File: config.mk
export PLATFORM = sky130hd
export DESIGN_NAME = fft_frame_sequencer
export DESIGN_NICKNAME = d
export VERILOG_FILES = /design/src/rtl/fft_frame_sequencer.sv
export SDC_FILE = /design/constraint.sdc
export NUM_CORES = 1
export LEC_CHECK = 0
export ABC_AREA = 1
export CAP_MARGIN = 20
export CORE_UTILIZATION = 47
export DETAILED_ROUTE_END_ITERATION = 16
export PLACE_DENSITY = 0.93
export SLEW_MARGIN = 20
export SYNTH_ARGS = -nofsm -noshare
export SYNTH_HDL_FRONTEND = slang
export SYNTH_SLANG_ARGS = --single-unit
File: constraint.sdc
create_clock -name CLK -period 4.1 [get_ports CLK]
set_input_delay 0.41 -clock CLK [delete_from_list [all_inputs] [get_ports CLK]]
set_output_delay 0.41 -clock CLK [all_outputs]
set_load 0.05 [all_outputs]
File: src/rtl/fft_frame_sequencer.sv
// Frame-level controller for a radix-2 FFT: loads one frame of samples, steps the
// butterfly stages with one-hot enables, then drains results in bit-reversed order.
module fft_frame_sequencer #(
    parameter int LOG2N        = 5,
    parameter int STAGE_CYCLES = 1
) (
    input  logic             CLK,
    input  logic             RST,
    input  logic             start,
    input  logic             in_valid,
    output logic             in_ready,
    output logic             wr_en,
    output logic [LOG2N-1:0] wr_addr,
    output logic [LOG2N-1:0] stage_en,
    output logic [3:0]       stage_sel,
    output logic             out_valid,
    input  logic             out_ready,
    output logic [LOG2N-1:0] rd_addr,
    output logic             out_last,
    output logic             busy,
    output logic             done
);

    localparam int CW = (STAGE_CYCLES > 1) ? $clog2(STAGE_CYCLES) : 1;
    localparam logic [LOG2N-1:0] IDX_LAST   = {LOG2N{1'b1}};
    localparam logic [LOG2N-1:0] IDX_ZERO   = {LOG2N{1'b0}};
    localparam logic [LOG2N-1:0] IDX_ONE    = LOG2N'(1);
    localparam logic [CW-1:0]    CYC_LAST   = CW'(STAGE_CYCLES - 1);
    localparam logic [CW-1:0]    CYC_ZERO   = {CW{1'b0}};
    localparam logic [CW-1:0]    CYC_ONE    = CW'(1);
    localparam logic [3:0]       STAGE_LAST = 4'(LOG2N);

    typedef enum logic [1:0] {
        S_IDLE    = 2'd0,
        S_LOAD    = 2'd1,
        S_COMPUTE = 2'd2,
        S_UNLOAD  = 2'd3
    } state_t;

    state_t            r_state;
    logic [LOG2N-1:0]  r_idx;
    logic [3:0]        r_stage;
    logic [CW-1:0]     r_cyc;
    logic              r_done;

    state_t            w_state_nxt;
    logic [LOG2N-1:0]  w_idx_nxt;
    logic [3:0]        w_stage_nxt;
    logic [CW-1:0]     w_cyc_nxt;
    logic              w_done_nxt;

    function automatic logic [LOG2N-1:0] bit_reverse(input logic [LOG2N-1:0] v);
        logic [LOG2N-1:0] r;
        r = {LOG2N{1'b0}};
        for (int i = 0; i < LOG2N; i++) begin
            r[i] = v[LOG2N-1-i];
        end
        return r;
    endfunction

    // State register with synchronous active-low reset; abandons any frame in flight.
    always_ff @(posedge CLK) begin
        if (!RST) begin
            r_state <= S_IDLE;
            r_idx   <= IDX_ZERO;
            r_stage <= 4'd0;
            r_cyc   <= CYC_ZERO;
            r_done  <= 1'b0;
        end else begin
            r_state <= w_state_nxt;
            r_idx   <= w_idx_nxt;
            r_stage <= w_stage_nxt;
            r_cyc   <= w_cyc_nxt;
            r_done  <= w_done_nxt;
        end
    end

    // Next-state logic: sample count shared by LOAD and UNLOAD, stage/cycle count in COMPUTE.
    always_comb begin
        w_state_nxt = r_state;
        w_idx_nxt   = r_idx;
        w_stage_nxt = r_stage;
        w_cyc_nxt   = r_cyc;
        w_done_nxt  = 1'b0;
        case (r_state)
            S_IDLE: begin
                if (start) begin
                    w_state_nxt = S_LOAD;
                    w_idx_nxt   = IDX_ZERO;
                end else begin
                    w_state_nxt = S_IDLE;
                end
            end
            S_LOAD: begin
                if (in_valid) begin
                    w_idx_nxt = r_idx + IDX_ONE;
                    if (r_idx == IDX_LAST) begin
                        w_state_nxt = S_COMPUTE;
                        w_stage_nxt = 4'd1;
                        w_cyc_nxt   = CYC_ZERO;
                    end else begin
                        w_state_nxt = S_LOAD;
                    end
                end else begin
                    w_idx_nxt = r_idx;
                end
            end
            S_COMPUTE: begin
                if (r_cyc == CYC_LAST) begin
                    w_cyc_nxt = CYC_ZERO;
                    if (r_stage == STAGE_LAST) begin
                        w_state_nxt = S_UNLOAD;
                        w_idx_nxt   = IDX_ZERO;
                        w_stage_nxt = 4'd0;
                    end else begin
                        w_stage_nxt = r_stage + 4'd1;
                    end
                end else begin
                    w_cyc_nxt = r_cyc + CYC_ONE;
                end
            end
            S_UNLOAD: begin
                if (out_ready) begin
                    w_idx_nxt = r_idx + IDX_ONE;
                    if (r_idx == IDX_LAST) begin
                        w_state_nxt = S_IDLE;
                        w_done_nxt  = 1'b1;
                    end else begin
                        w_state_nxt = S_UNLOAD;
                    end
                end else begin
                    w_idx_nxt = r_idx;
                end
            end
            default: begin
                w_state_nxt = S_IDLE;
                w_idx_nxt   = IDX_ZERO;
                w_stage_nxt = 4'd0;
                w_cyc_nxt   = CYC_ZERO;
            end
        endcase
    end

    // Output decode from registered state; wr_en alone also looks at in_valid.
    always_comb begin
        in_ready  = 1'b0;
        wr_en     = 1'b0;
        wr_addr   = IDX_ZERO;
        stage_en  = {LOG2N{1'b0}};
        stage_sel = 4'd0;
        out_valid = 1'b0;
        rd_addr   = IDX_ZERO;
        out_last  = 1'b0;
        busy      = (r_state != S_IDLE);
        done      = r_done;
        case (r_state)
            S_LOAD: begin
                in_ready = 1'b1;
                wr_en    = in_valid;
                wr_addr  = r_idx;
            end
            S_COMPUTE: begin
                stage_sel = r_stage;
                for (int k = 0; k < LOG2N; k++) begin
                    stage_en[k] = (r_stage == 4'(k + 1));
                end
            end
            S_UNLOAD: begin
                out_valid = 1'b1;
                rd_addr   = bit_reverse(r_idx);
                out_last  = (r_idx == IDX_LAST);
            end
            default: begin
                in_ready = 1'b0;
            end
        endcase
    end

endmodule
==> flow_summary.ini <==
[min_path]
hp-start = r_stage[3]
whs_path_depth = 2
hold_path.class = reg -> reg
min_to = r_stage[3]

[grt]
grt_pass1_wl_um = 3020
grt_usage_pct = 21.2
grt_max_degree = 10
grt_pass1_vias = 710
antenna_found_initial = 0
overflow = 0

[timing]
setup_violations = 0
slew_violations = 0
fin_crit_sh_pct = 65.1
setup_ws_ps = 1430
rsz0062_at_grt = no
fmax_mhz = 374
setup-tns-final_ps = 0
hold_violations = 0
fin_crit_ps = 2670
tightest_slew_ps = 505
skew_ps = 11.0
maxSlewHeadroom_pct = 66.2

[floorplanning]
ioPinCount = 30
die_area_um2 = 2020
rows = 15
initial_utilization_pct = 50.1
core_area_um2 = 1730
die_h_um = 44.9
die_x_um = 44.9

[synthesis]
synth_compound_area_share_pct = 9.12
yosysTopAreaCell = dfxtp_1
synthSimpleGateAreaFrac_pct = 42.0
syn_nets = 141
synthTopCellsByArea = dfxtp_1 (28%), nor2_1 (14%), nand2_1 (10%), inv_1 (8.2%), a21oi_1 (4.6%)
synth-seq-cells = 12
synth-seq-area-share_pct = 27.8
ys_warn_count = 0
synth_top_family_by_area = simple AND/OR/NAND/NOR gates
synth-adder-area-share_pct = 4.34
yosysUniqueCellTypes = 28
synth_area_um2 = 865
synthMuxAreaShare_pct = 0
synth_top_area_share_pct = 27.8
syn_avg_cell_area_um2 = 6.50
syn_inst = 133
synthXorXnorAreaFrac_pct = 1.01

[critical_path]
crit_arrival_ps = 2260
cp.required_ps = 3690
start_kind = flip-flop
path_class = reg -> out
max_stage_delay_ps = 810
crit_family = buffers and inverters
worstRegToRegCells = 8
r2r_end = r_stage[1]
cp_max_fo = 3
slowest_stage = clkdlybuf4s50_1
rrSetupSlack_ps = 2400
worstPathBufferInverterCount = 2
regToRegStartpoint = r_idx[0]
path_cells = ha_1 -> nand2_1 -> nor2_1 -> ha_1 -> inv_1 -> nor2_1 -> clkdlybuf4s50_1
cp-end-kind = output port

[place]
place_inst = 184
hpwl_um = 1580
dpl_cell_area_um2 = 1160
post-place-ws_ps = 1780
portBuffers = 29
place.gp.congestion = 0.839

[clock_network]
cts_buffer_depth = 2
h-tree-depth = 1
cts_setup_buffers = 0
cts_root_buffer = clkbuf_4
cts_resized = 0
hold_buffers = 0
cts_tree = yes
cts_buffers = 3
clock-sinks = 12
clk_pin_slew_ps = 90
clock_latency_ps = 280

[route]
vias_per_cell = 4.84
ant_nets = 0
wl_per_cell_um = 11.0
wl_um = 2070
drt_iter0_drc = 23
dr.pass1.iters = 4
drc = 0
via_count = 910

[outcome]
outcome = completed

[run]
cap_viol_max_count = 0

[layout]
layout_commonest_cell = nor2_1
fin_util_pct = 69.2
fillers = 150
drive_above_1_share_pct = 11.7
fin_cells = 188
area_growth_pct = 38.2
nets = 172
diodes = 0
layout_common_cells = nor2_1 (33), clkdlybuf4s50_1 (29), nand2_1 (24), inv_1 (19), dfxtp_1 (12)
fin_area_um2 = 1190

[power_and_ir_drop]
peakVddDrop_uv = 188
leakage_nw = 0.490
power.density_nw_per_um2 = 229
-- Yosys cell counts --
master and number:
inv_2 3, o211ai_1 2, nand3b_2 1, nand3_1 6, nand3_4 1, dfxtp_1 12, nand2_1 24, nand2_4 1
nand3_2 1, ha_1 3, nor2_4 1, buf_6 2, inv_6 1, inv_4 1, nor4_1 1, nand4_1 2
o21a_1 1, xor2_1 1, nor2_2 1, a31oi_1 1, o21ai_0 2, nand2_2 2, clkbuf_2 1, a21oi_1 8
nor2_1 33, inv_1 19, nand2_8 1, inv_8 1
-- where the power goes --
group	leakage (nW)	internal, mW	switching (mW)
combinational	0.372	0.0184	0.0344
clock	0.0210	0.0540	0.0423
sequential	0.0976	0.120	0.00513
-- cell type report --
cell class / count / area, um2 / area share (%)
clock buffers: 4 / 36.3 / 3.04
inverters: 25 / 109 / 9.11
multi-input cells: 93 / 488 / 40.8
flip-flops and latches: 12 / 240 / 20.1
well taps: 25 / 31.3 / 2.62
repair buffers: 29 / 290 / 24.3
-- cell families after synthesis --
logic type                 after synthesis
and+or+nand+nor                         75
buffers and inverters                   28
AOI/OAI and AO/OA                       14
DFF                                     12
adders and majority gates                3
xor gates and xnor gates                 1
-- worst max-delay path by stage --
stage	start	endpoint	slack (ps)	depth (start not counted)
after CTS	r_idx[0]	out_last	1450	7
final	r_idx[0]	out_last	1430	7
after global routing	r_idx[0]	out_last	1320	7
after floorplan	r_state[0]	wr_addr[0]	2070	5
after detailed placement	r_idx[0]	out_last	1780	7
after global placement	r_idx[0]	out_last	1810	7
-- sequential cells by signal, summed over array words and instances, names as in the netlist --
name and cells:
r_idx 5, r_stage 4, r_state 2, done 1
-- stage by stage --
stage          hold slack [ps]  total power [mW]
6_report                   503             0.274
5_1_grt                    519             0.287
4_1_cts                    508             0.277
3_5_place_dp               495             0.180
3_3_place_gp               479             0.179
2_1_floorplan              456             0.166
-- per-layer routing --
metal  global-route usage (%)  share of wire, %  wire length [um]  vias to the layer above
met1                     24.9                45               929                      405
met3                     2.40               5.2               108                        4
li1                         -                 -                 -                      467
met2                     36.8                48               981                       34
met4                     12.7               2.2                45                        0
met5                        0                 0                 0                        -
-- worst reg2reg max path: stages, from the launching register on --
cell	delay, ps
dfxtp_1	380
ha_1	180
nand2_1	70
nor2_1	180
ha_1	240
nand3_1	140
nand2_1	160
nor2_1	60
o21a_1	170
Note: power is estimated with default switching activity, not from simulation.
